==> src/rtl/serial_operand_tx_pkg.sv <==
// Types shared by the serial operand transmitter, the serial adder and the sum deserializer.
package serial_operand_tx_pkg;

    localparam int DEFAULT_DATA_WIDTH = 16;

    typedef enum logic [1:0] {
        IDLE  = 2'd0,
        OFFER = 2'd1,
        SHIFT = 2'd2
    } tx_state_t;

endpackage

==> src/rtl/serial_operand_tx_piso.sv <==
// Parallel-load, right-shift register; LSB is presented on o_bit.
module piso_shift_reg #(
    parameter int WIDTH = 16
) (
    input  logic             i_clk,
    input  logic             i_rst,
    input  logic             i_load,
    input  logic             i_shift,
    input  logic [WIDTH-1:0] i_data,
    output logic             o_bit
);

    logic [WIDTH-1:0] r_data;

    // Load wins over shift so a back-to-back burst replaces the spent word.
    always_ff @(posedge i_clk) begin
        if (i_rst)        r_data <= '0;
        else if (i_load)  r_data <= i_data;
        else if (i_shift) r_data <= {1'b0, r_data[WIDTH-1:1]};
    end

    assign o_bit = r_data[0];

endmodule

==> src/rtl/serial_operand_tx.sv <==
// Serializes operand pairs LSB-first toward a serial adder, with a one-entry holding register
// so a new burst can follow the previous one without a gap cycle.
module serial_operand_tx
    import serial_operand_tx_pkg::*;
#(
    parameter int DATA_WIDTH = DEFAULT_DATA_WIDTH
) (
    input  logic                  i_clk,
    input  logic                  i_rst,
    input  logic                  i_en,
    input  logic [DATA_WIDTH-1:0] i_word_a,
    input  logic [DATA_WIDTH-1:0] i_word_b,
    input  logic                  i_word_valid,
    output logic                  o_word_ready,
    output logic                  o_din_a,
    output logic                  o_din_b,
    output logic                  o_valid,
    input  logic                  i_ready,
    output logic                  o_busy
);

    localparam int            CW   = $clog2(DATA_WIDTH);
    localparam logic [CW-1:0] LAST = CW'(DATA_WIDTH - 1);

    tx_state_t             r_state;
    logic [CW-1:0]         r_cnt;
    logic [DATA_WIDTH-1:0] r_hold_a;
    logic [DATA_WIDTH-1:0] r_hold_b;
    logic                  r_hold_full;

    logic                  w_ready;
    logic                  w_accept;
    logic                  w_last;
    logic                  w_xfer;
    logic                  w_from_hold;
    logic                  w_load;
    logic [DATA_WIDTH-1:0] w_load_a;
    logic [DATA_WIDTH-1:0] w_load_b;

    assign w_ready     = i_en && !i_rst && !r_hold_full;
    assign w_accept    = w_ready && i_word_valid;
    assign w_last      = i_en && (r_state == SHIFT) && (r_cnt == LAST);
    assign w_xfer      = i_en && ((r_state == SHIFT) || ((r_state == OFFER) && i_ready));
    assign w_from_hold = w_last && r_hold_full;
    // A fresh pair goes straight to the shifters when they are idle or finishing this cycle.
    assign w_load      = w_from_hold || (w_accept && ((r_state == IDLE) || w_last));
    assign w_load_a    = w_from_hold ? r_hold_a : i_word_a;
    assign w_load_b    = w_from_hold ? r_hold_b : i_word_b;

    always_ff @(posedge i_clk) begin
        if (i_rst) begin
            r_state     <= IDLE;
            r_cnt       <= '0;
            r_hold_a    <= '0;
            r_hold_b    <= '0;
            r_hold_full <= 1'b0;
        end else if (i_en) begin
            if (w_accept && !w_load) begin
                r_hold_a    <= i_word_a;
                r_hold_b    <= i_word_b;
                r_hold_full <= 1'b1;
            end else if (w_from_hold) begin
                r_hold_full <= 1'b0;
            end

            case (r_state)
                IDLE:  if (w_accept) r_state <= OFFER;
                OFFER: if (i_ready) begin
                    r_cnt   <= CW'(1);
                    r_state <= SHIFT;
                end
                SHIFT: if (w_last) begin
                    r_cnt   <= '0;
                    r_state <= (r_hold_full || w_accept) ? OFFER : IDLE;
                end else begin
                    r_cnt <= r_cnt + 1'b1;
                end
                default: r_state <= IDLE;
            endcase
        end
    end

    piso_shift_reg #(.WIDTH(DATA_WIDTH)) u_piso_a (
        .i_clk   (i_clk),
        .i_rst   (i_rst),
        .i_load  (w_load),
        .i_shift (w_xfer),
        .i_data  (w_load_a),
        .o_bit   (o_din_a)
    );

    piso_shift_reg #(.WIDTH(DATA_WIDTH)) u_piso_b (
        .i_clk   (i_clk),
        .i_rst   (i_rst),
        .i_load  (w_load),
        .i_shift (w_xfer),
        .i_data  (w_load_b),
        .o_bit   (o_din_b)
    );

    assign o_word_ready = w_ready;
    assign o_valid      = i_en && (r_state != IDLE);
    assign o_busy       = (r_state != IDLE) || r_hold_full;

endmodule
==> config.mk <==
export PLATFORM = sky130hd
export DESIGN_NAME = serial_operand_tx
export DESIGN_NICKNAME = d
export VERILOG_FILES = /design/src/rtl/serial_operand_tx_pkg.sv /design/src/rtl/serial_operand_tx_piso.sv /design/src/rtl/serial_operand_tx.sv
export SDC_FILE = /design/constraint.sdc
export NUM_CORES = 1
export LEC_CHECK = 0
export ABC_AREA = 1
export BUFFER_PORTS_ARGS = -buffer_cell sky130_fd_sc_hd__buf_2
export CORE_ASPECT_RATIO = 1.1
export CORE_MARGIN = 1
export CORE_UTILIZATION = 53
export DETAILED_ROUTE_END_ITERATION = 6
export HOLD_SLACK_MARGIN = 0.02
export PLACE_DENSITY = 0.79
export SLEW_MARGIN = 30
export SYNTH_ARGS = -nofsm -noshare
export SYNTH_HDL_FRONTEND = slang
export SYNTH_SLANG_ARGS = --single-unit
==> constraint.sdc <==
create_clock -name i_clk -period 1.5 [get_ports i_clk]
set_input_delay 0.075 -clock i_clk [delete_from_list [all_inputs] [get_ports i_clk]]
set_output_delay 0.075 -clock i_clk [all_outputs]
set_load 0.01 [all_outputs]
==> impl_metrics.env, run 1 <==
export IMPL_worst_path_most_repeated_cell="nand2_1"
export IMPL_final_antenna_net_count=0
export IMPL_die_x_um=82.16
export IMPL_clock_latency_ns=0.36
export IMPL_dpl_hpwl_um=5961
export IMPL_viasPerCell=6.303
export IMPL_path_max_fanout=23
export IMPL_io_pins=42
export IMPL_rows=31
export IMPL_areaGrowthSynthToFinish_pct=38.44
export IMPL_status="finished, violations left"
export IMPL_synth_distinct_cells=22
export IMPL_dr_pass1_iters=6
export IMPL_start_kind="flop"
export IMPL_cts_sinks=71
export IMPL_initial_core_util_pct=55.83
export IMPL_crit_arrival_ns=1.97
export IMPL_pwr_share_seq_pct=50.7
export IMPL_htreeDepth=3
export IMPL_crit_type="flop to flop"
export IMPL_grt_pass1_wl_um=18070
export IMPL_setup_violations=65
export IMPL_max_stage_delay_ns=0.37
export IMPL_worstReg2RegStart="r_cnt[0]$_SDFFE_PP0P_"
export IMPL_drv_slew=0
export IMPL_drt_iter0_drc=534
export IMPL_wl_per_cell_um=19.28
export IMPL_placed_area_mm2=0.004159
export IMPL_fp_dieArea_mm2=0.007409
export IMPL_p_int_mw=2.759
export IMPL_avgSynthCellArea_um2=6.459
export IMPL_cp_end_kind="flop"
export IMPL_worstReg2RegEnd="u_piso_a.r_data[8]$_SDFFE_PP0P_"
export IMPL_post_route_period_util_pct=112.9
export IMPL_cts_clk_slew_worst_paths_ns=0.08
export IMPL_portBuffers=41
export IMPL_numCtsBuffers=9
export IMPL_r2r_cells=11
export IMPL_ir_worst_vdd_v=0.0006302
export IMPL_n_fill_cell=395
export IMPL_power_density_mw_per_mm2=754.8
export IMPL_design_core_area_mm2=0.006710
export IMPL_syn_inst=580
export IMPL_grt_max_degree=37
export IMPL_finalHoldViolations=4
export IMPL_placed_cells=690
export IMPL_skew_ns=0.008541
export IMPL_cts_tree="done"
export IMPL_stdcell_area_mm2=0.005186
export IMPL_nNetsFinal=684
export IMPL_min_to="r_hold_b[13]$_SDFFE_PP0P_"
export IMPL_rsz0062_at_grt="true"
export IMPL_p_clk_share_pct=34.8
export IMPL_ys_warn_count=0
export IMPL_combPwrFrac_pct=14.6
export IMPL_vias=4620
export IMPL_switchingPower_mw=1.155
export IMPL_dp_worst_setup_slack_ns=-0.06785
export IMPL_grtUsageTotal_pct=31.94
export IMPL_syn_num_nets=618
export IMPL_hold_ws_ns=-0.006988
export IMPL_p_total_mw=3.915
export IMPL_slew_headroom_pct=68.38
export IMPL_utilization_pct=77.29
export IMPL_violations="hold timing, setup timing"
export IMPL_hold_path_class="primary input to flop"
export IMPL_p_leak_nw=2.296
export IMPL_syn_area_mm2=0.003746
export IMPL_route_detailed_drc=0
export IMPL_path_cells="ha_4, nand3_4, nor2_4, buf_12, nand2_8, buf_12, nand2_2, nand2_1, nand2_1, nand2_1, a21oi_1"
export IMPL_period_minus_slack_ns=1.693
export IMPL_n_antenna_cell=0
export IMPL_hold_depth=3
export IMPL_ys_ff_latch=71
export IMPL_cp_slowest_cell="dfxtp_4"
export IMPL_antenna_found_initial=0
export IMPL_grt_pass1_vias=3932
export IMPL_crit_required_ns=1.78
export IMPL_wirelength_um=14130
export IMPL_max_freq_ghz=0.5906
export IMPL_grt_ovfl_total=0
export IMPL_hold_start="i_word_b[13]"
export IMPL_ys_seq_area_share_pct=37.94
export IMPL_setup_tns_ns=-6.801
export IMPL_gp_congestion=0.8206
export IMPL_tightest_slew_ns=0.4743
export IMPL_cts_root_buf="clkbuf_8"
export IMPL_die_height_um=90.18
export IMPL_cts_path_max_buffers=2
export IMPL_reg2reg_setup_slack_ns=-0.19
export IMPL_p_sw_share_pct=29.51
export IMPL_timing_final_ws_setup_ns=-0.1931
export IMPL_drive_gt1_share_pct=30.11
export IMPL_cap_violations=0
export IMPL_stdcell_count=733
[worst max-delay path, delay by kind of cell (launching register included)]
family                     cells  cell delay [ns]
AOI/OAI and AO/OA              1             0.17
adders and majority gates      1             0.15
buffers and inverters          2             0.33
DFF                            1             0.37
and+or+nand+nor                7             0.57
[cells in the final DEF (no fill, tap or decap), types with 9 or more instances in the layout]
master and instances:
nand2_1 141, inv_1 69, dfxtp_1 68, nand3_1 55
a21oi_1 42, buf_2 41, nand4_1 36, a21oi_2 26
o21ai_1 23, nand2_2 22, buf_4 21, buf_12 11
clkbuf_8 9
[area by class of cell]
class | instances | area, um^2 | area share, %
clock buffers | 11 | 131.4 | 2.533
clock inverters | 5 | 25.02 | 0.4825
inverters | 74 | 281.5 | 5.428
multi-input cells | 390 | 2175 | 41.93
flip-flops and latches | 71 | 1428 | 27.53
well taps | 82 | 102.6 | 1.978
repair buffers | 100 | 1044 | 20.12
[synthesized netlist by cell type, drive strengths merged]
| master | n | area (um^2) |
|---|---|---|
| o21ai | 40 | 200.2 |
| nand3 | 65 | 330.3 |
| clkbuf | 13 | 48.80 |
| clkinv | 1 | 3.750 |
| nand4 | 36 | 225.2 |
| nor2 | 7 | 33.78 |
| a21oi | 70 | 350.3 |
| nand2 | 169 | 646.9 |
| dfxtp | 71 | 1421 |
| o21bai | 1 | 7.510 |
| ha | 1 | 12.51 |
| buf | 33 | 191.4 |
| inv | 73 | 274.0 |
[power groups by stage]
stage / registers (mW) / clock network [mW] / logic (mW)
2_1_floorplan: 2.01 / 0 / 0.265
3_3_place_gp: 2.02 / 0 / 0.401
3_5_place_dp: 2.02 / 0 / 0.410
4_1_cts: 1.98 / 1.31 / 0.457
5_1_grt: 1.99 / 1.43 / 0.613
6_report: 1.98 / 1.36 / 0.571
[flip-flops by register name (all words and copies together), names as in the netlist]
name	cells
u_piso_b.r_data	16
r_state	2
u_piso_a.r_data	16
r_hold_a	16
r_hold_full	1
r_cnt	4
r_hold_b	16
[routing by layer]
metal	track usage, %	vias to the layer above	part of all wire, %
met4	15.79	0	7.0
met5	0	-	0
met3	6.802	115	11
met1	38.54	2088	36
met2	52.34	394	46
li1	-	2023	-
[cell families (layout without fill, tap and decap cells)]
group,Yosys count,count (layout),share of synthesized area (%)
buffers and inverters,120,190,13.83
and+or+nand+nor,277,278,33.00
AOI/OAI and AO/OA,111,111,14.90
DFF,71,71,37.94
adders and majority gates,1,1,0.3339
[what timing repair did]
action | CTS | global route
endpoints found under the setup margin | 50 | 67
setup buffers | 6 | 1
cloned | 7 | 6
hold buffers | 4 | 3
pin swaps | 12 | 17
hold endpoints to repair | 4 | 3
resized for setup | 53 | 90
[how the worst max path moves through the flow]
stage | start | to | slack, ns | depth (start not counted)
floorplan | r_cnt[0]$_SDFFE_PP0P_ | u_piso_a.r_data[10]$_SDFFE_PP0P_ | 0.01 | 8
global placement | r_cnt[0]$_SDFFE_PP0P_ | u_piso_b.r_data[13]$_SDFFE_PP0P_ | 0.007 | 8
detailed placement | r_cnt[0]$_SDFFE_PP0P_ | u_piso_b.r_data[13]$_SDFFE_PP0P_ | -0.07 | 8
CTS | r_cnt[1]$_SDFFE_PP0P_ | u_piso_b.r_data[4]$_SDFFE_PP0P_ | -0.04 | 11
global route | r_cnt[0]$_SDFFE_PP0P_ | u_piso_a.r_data[8]$_SDFFE_PP0P_ | -0.26 | 11
finish | r_cnt[0]$_SDFFE_PP0P_ | u_piso_a.r_data[8]$_SDFFE_PP0P_ | -0.19 | 11
Note: power is estimated with default switching activity, not from simulation.
==> run 2: changes to the inputs <==
- CAP_MARGIN: default -> 20
- CTS_BUF_LIST: default -> sky130_fd_sc_hd__clkbuf_16
==> run 2 against run 1 <==
Compared with the run above: the flow finishes with violations (setup timing); clock power up 40%; critical path depth decreased by 1; sequential share of layout area grew 1.6 points; via count is 9.6% lower; first-iteration DRC count decreased by 13%; hold slack improved by 0.033 ns; global-route usage down 0.57 points; final area fell by 5.5%; total power increased by 11%; non-clock buffer count down 12.
==> impl_metrics.env, run 2 (synthesis results as in run 1) <==
export IMPL_status="finished, violations left"
export IMPL_violations="setup timing"
export IMPL_portBuffers=41
export IMPL_n_fill_cell=479
export IMPL_combPwrFrac_pct=10.7
export IMPL_switchingPower_mw=1.135
export IMPL_rows=31
export IMPL_setup_violations=64
export IMPL_final_antenna_net_count=0
export IMPL_wl_per_cell_um=15.92
export IMPL_crit_type="flop to flop"
export IMPL_ff_latch_area_mm2=0.001428
export IMPL_grtUsageTotal_pct=31.37
export IMPL_max_freq_ghz=0.6031
export IMPL_grt_pass1_wl_um=17800
export IMPL_drt_iter0_drc=462
export IMPL_cts_path_max_buffers=2
export IMPL_power_density_mw_per_mm2=889.2
export IMPL_multi_input_area_mm2=0.001971
export IMPL_drive_gt1_share_pct=22.69
export IMPL_vias=4175
export IMPL_route_detailed_drc=0
export IMPL_cts_root_buf="clkbuf_16"
export IMPL_cap_violations=0
export IMPL_viasPerCell=5.791
export IMPL_final_cell_mix="nand2_1 (154), inv_1 (71), dfxtp_1 (68)"
export IMPL_max_stage_delay_ns=0.36
export IMPL_p_clk_share_pct=43.9
export IMPL_ir_worst_vdd_v=0.0008705
export IMPL_post_route_period_util_pct=110.5
export IMPL_n_antenna_cell=0
export IMPL_layout_commonest_cell="nand2_1"
export IMPL_rsz0062_at_grt="true"
export IMPL_path_cells="ha_4, nand3_4, nor2_4, buf_12, nand2_8, nand2_4, buf_12, nand2_1, nand2_2, a21oi_2"
export IMPL_clock_latency_ns=0.33
export IMPL_hold_ws_ns=0.02637
export IMPL_grt_ovfl_total=0
export IMPL_fp_dieArea_mm2=0.007409
export IMPL_worst_path_most_repeated_cell="buf_12"
export IMPL_cp_end_kind="flop"
export IMPL_io_pins=42
export IMPL_tightest_slew_ns=0.4597
export IMPL_grt_max_degree=37
export IMPL_nNetsFinal=672
export IMPL_numCtsBuffers=9
export IMPL_dpl_hpwl_um=5961
export IMPL_utilization_pct=73.07
export IMPL_wirelength_um=11480
export IMPL_period_minus_slack_ns=1.658
export IMPL_slew_headroom_pct=69.35
export IMPL_path_max_fanout=21
export IMPL_p_sw_share_pct=26.04
export IMPL_design_core_area_mm2=0.006710
export IMPL_timing_final_ws_setup_ns=-0.1582
export IMPL_hold_path_class="primary input to flop"
export IMPL_pwr_share_seq_pct=45.5
export IMPL_initial_core_util_pct=55.83
export IMPL_cts_tree="done"
export IMPL_skew_ns=0.005796
export IMPL_gp_congestion=0.8206
export IMPL_finalHoldViolations=0
export IMPL_p_leak_nw=2.240
export IMPL_hold_buffers=0
export IMPL_critPathBufInv=2
export IMPL_cts_sinks=71
export IMPL_crit_arrival_ns=1.86
export IMPL_p_int_mw=3.225
export IMPL_die_height_um=90.18
export IMPL_grt_pass1_vias=3897
export IMPL_areaGrowthSynthToFinish_pct=30.90
export IMPL_cp_slowest_cell="dfxtp_4"
export IMPL_cts_clk_slew_worst_paths_ns=0.06
export IMPL_crit_required_ns=1.70
export IMPL_die_x_um=82.16
export IMPL_p_total_mw=4.360
export IMPL_antenna_found_initial=0
export IMPL_start_kind="flop"
export IMPL_crit_family="simple AND/OR/NAND/NOR gates"
export IMPL_htreeDepth=3
export IMPL_drv_slew=0
export IMPL_dr_pass1_iters=7
## run 2: changes by cell type in the layout (fill, tap and decap cells not counted), moves of 3 or more
cell	previous run	this run
a21oi_1	42	64
a21oi_2	26	6
clkbuf_16	4	10
clkbuf_8	9	0
dlygate4sd3_1	7	0
nand2_1	141	154
nand2_2	22	13
nand2_4	4	1
o21ai_0	8	29
o21ai_1	23	10
o21ai_2	8	1
## run 2: layout make-up
type | instances | share of cell area (%)
Multi-Input combinational cell | 390 | 40.19
Sequential cell | 71 | 29.11
Timing Repair Buffer | 88 | 17.63
Inverter | 74 | 5.716
Clock buffer | 9 | 4.593
Tap cell | 82 | 2.092
Clock inverter | 7 | 0.6634
## run 2: path summary, 6_finish.rpt
path         slack, ns                                to  depth (start not counted)                startpoint
max              -0.16  u_piso_a.r_data[14]$_SDFFE_PP0P_                         10     r_cnt[0]$_SDFFE_PP0P_
min               0.03          r_hold_b[9]$_SDFFE_PP0P_                          3               i_word_b[9]
max reg2reg      -0.16  u_piso_a.r_data[14]$_SDFFE_PP0P_                         10     r_cnt[0]$_SDFFE_PP0P_
min reg2reg       0.46          r_hold_a[4]$_SDFFE_PP0P_                          2  r_hold_a[4]$_SDFFE_PP0P_
## run 2: stage by stage
step | cells | instance area [um^2] | setup slack, ns | TNS (ns)
after floorplan | 580 | 3757 | 0.01441 | 0
after global placement | 690 | 4159 | 0.007036 | 0
after detailed placement | 690 | 4159 | -0.06785 | -1.317
after CTS | 719 | 4793 | -0.08076 | -2.023
after global routing | 721 | 4903 | -0.2151 | -9.176
final | 721 | 4903 | -0.1582 | -5.411
## run 2: timing repair
item | in CTS | in global routing
gates resized for setup | 39 | 27
cloned | 6 | 1
setup endpoints to repair | 47 | 67
setup buffers | 7 | 1
pin swaps | 6 | 7
## run 2: layer usage
layer  GRT usage (%)  vias to the layer above  wire, um
met3           4.569                       32       859
met1           38.44                     1914      4604
met4           15.06                        0       319
met2           52.41                      226      5692
li1                -                     2003         -
met5               0                        -         0
## run 2: power groups by stage
stage	Combinational (mW)	Sequential [mW]	Clock [mW]
3_3_place_gp	0.401	2.02	0
6_report	0.466	1.98	1.91
2_1_floorplan	0.265	2.01	0
5_1_grt	0.512	1.99	1.99
4_1_cts	0.433	1.98	1.88
3_5_place_dp	0.410	2.02	0
## run 2: tightest hold or removal path, delay by kind of cell
| kind | cells | cell delay, ns |
|---|---|---|
| buffers and inverters | 1 | 0.09 |
| AO/OA/AOI/OAI | 2 | 0.16 |
==> run 3: changes to the inputs <==
- RECOVER_POWER: default -> 50
==> run 3 against run 2 <==
Compared with the run above: non-clock buffer count unchanged; register-to-register slack about the same; first-iteration DRC count decreased by 6.5%; clock power about the same; largest power group unchanged; count of clock-buffer cells in the layout unchanged; total power decreased by 0.36%; via count about the same; final area about the same; the run still ends with setup timing left; combinational power about the same; clock skew decreased by 0.00075 ns; maximum frequency increased by 0.11%; largest cell class unchanged.
==> impl_metrics.env, run 3 (synthesis results as in run 1) <==
export IMPL_status="finished, violations left"
export IMPL_path_max_fanout=5
export IMPL_grt_pass1_vias=3897
export IMPL_final_antenna_net_count=0
export IMPL_rsz0062_at_grt="true"
export IMPL_portBuffers=41
export IMPL_grt_pass1_wl_um=17800
export IMPL_wirelength_um=11400
export IMPL_hold_depth=3
export IMPL_placed_area_mm2=0.004159
export IMPL_initial_core_util_pct=55.83
export IMPL_skew_ns=0.005046
export IMPL_n_fill_cell=480
export IMPL_drive_gt1_share_pct=22.22
export IMPL_gp_congestion=0.8206
export IMPL_worstReg2RegStart="r_cnt[0]$_SDFFE_PP0P_"
export IMPL_cts_clk_slew_worst_paths_ns=0.06
export IMPL_dp_worst_setup_slack_ns=-0.06785
export IMPL_fp_dieArea_mm2=0.007409
export IMPL_power_density_mw_per_mm2=886.7
export IMPL_period_minus_slack_ns=1.656
export IMPL_utilization_pct=73.02
export IMPL_wl_per_cell_um=15.82
export IMPL_areaGrowthSynthToFinish_pct=30.79
export IMPL_ir_worst_vdd_v=0.0008598
export IMPL_violations="setup timing"
export IMPL_slew_headroom_pct=70.19
export IMPL_die_height_um=90.18
export IMPL_die_x_um=82.16
export IMPL_cap_violations=0
export IMPL_setup_violations=64
export IMPL_grt_max_degree=37
export IMPL_crit_arrival_ns=1.92
export IMPL_final_cell_mix="nand2_1 (154), inv_1 (71), dfxtp_1 (68)"
export IMPL_min_to="r_hold_b[9]$_SDFFE_PP0P_"
export IMPL_htreeDepth=3
export IMPL_viasPerCell=5.788
export IMPL_reg2reg_setup_slack_ns=-0.16
export IMPL_cts_path_max_buffers=2
export IMPL_numCtsBuffers=9
export IMPL_stdcell_count=721
export IMPL_clock_latency_ns=0.33
export IMPL_post_route_period_util_pct=110.4
export IMPL_dpl_hpwl_um=5961
export IMPL_drt_iter0_drc=432
export IMPL_rows=31
export IMPL_stdcell_area_mm2=0.004900
export IMPL_n_antenna_cell=0
export IMPL_p_leak_nw=2.228
export IMPL_r2r_cells=9
export IMPL_cts_tree="done"
export IMPL_worstReg2RegEnd="u_piso_a.r_data[14]$_SDFFE_PP0P_"
export IMPL_hold_start="i_word_b[9]"
export IMPL_tightest_slew_ns=0.4471
export IMPL_cts_sinks=71
export IMPL_hold_ws_ns=0.02526
export IMPL_nNetsFinal=672
export IMPL_cts_root_buf="clkbuf_16"
export IMPL_grt_ovfl_total=0
export IMPL_hold_path_class="primary input to flop"
export IMPL_max_freq_ghz=0.6038
export IMPL_placed_cells=690
export IMPL_grtUsageTotal_pct=31.37
export IMPL_crit_required_ns=1.76
export IMPL_layout_commonest_cell="nand2_1"
export IMPL_design_core_area_mm2=0.006710
export IMPL_start_kind="flop"
export IMPL_timing_final_ws_setup_ns=-0.1563
export IMPL_crit_type="flop to flop"
export IMPL_dr_pass1_iters=6
export IMPL_drv_slew=0
export IMPL_route_detailed_drc=0
export IMPL_finalHoldViolations=0
export IMPL_io_pins=42
export IMPL_cp_end_kind="flop"
export IMPL_antenna_found_initial=0
export IMPL_vias=4173
## run 3: cell types whose count changed in the layout (fill, tap and decap cells not counted), sizes merged
cell    before  now
buf         86   82
clkbuf      10   14
## run 3: worst max-delay path by stage
stage | endpoint | startpoint | cells after the start
finish | u_piso_a.r_data[14]$_SDFFE_PP0P_ | r_cnt[0]$_SDFFE_PP0P_ | 9
global route | u_piso_a.r_data[14]$_SDFFE_PP0P_ | r_cnt[0]$_SDFFE_PP0P_ | 9
CTS | u_piso_b.r_data[13]$_SDFFE_PP0P_ | r_cnt[1]$_SDFFE_PP0P_ | 11
detailed placement | u_piso_b.r_data[13]$_SDFFE_PP0P_ | r_cnt[0]$_SDFFE_PP0P_ | 8
global placement | u_piso_b.r_data[13]$_SDFFE_PP0P_ | r_cnt[0]$_SDFFE_PP0P_ | 8
floorplan | u_piso_a.r_data[10]$_SDFFE_PP0P_ | r_cnt[0]$_SDFFE_PP0P_ | 8
## run 3: per-stage QoR
stage	total power, mW	setup TNS (ns)
floorplan	2.279	0
global placement	2.417	0
detailed placement	2.429	-1.317
CTS	4.298	-2.023
global route	4.487	-9.176
finish	4.344	-5.179
## run 3: final cells by class
class	count	area (um^2)	area share, %
timing repair buffer	88	860.8	17.57
clock inverter	7	32.53	0.6639
inverter	74	280.3	5.720
sequential	71	1428	29.14
tap	82	102.6	2.094
clock buffer	9	225.2	4.597
multi-input combinational	390	1971	40.22
## run 3: critical path, stage by stage, from the launching register on
cell and delay (ns):
dfxtp_4 0.36, ha_4 0.15, nand3_4 0.10, nor2_4 0.17, buf_12 0.15, nand2_8 0.07, bufbuf_16 0.28, nand3_1 0.09
nand2_2 0.08, a21oi_2 0.13
## run 3: power by group
group          leakage [nW]  switching [mW]  total, mW  internal, mW
Sequential            0.578          0.0338       1.98          1.95
Clock                 0.141           0.808       1.90          1.09
Combinational          1.51           0.280      0.463         0.183
## run 3: what timing repair did
action                     CTS  global route
setup endpoints to repair   47            67
pin swaps                    6             7
buffers inserted             7             1
hold endpoints to repair     0             0
gates resized for setup     39            27
gates cloned                 6             1
hold buffers                 0             0
## run 3: routing by layer
metal / vias up / wire, um / global-route usage, %
li1: 2003 / - / -
met1: 1928 / 4569 / 38.44
met2: 198 / 5640 / 52.41
met3: 44 / 750 / 4.569
met4: 0 / 443 / 15.06
met5: - / 0 / 0
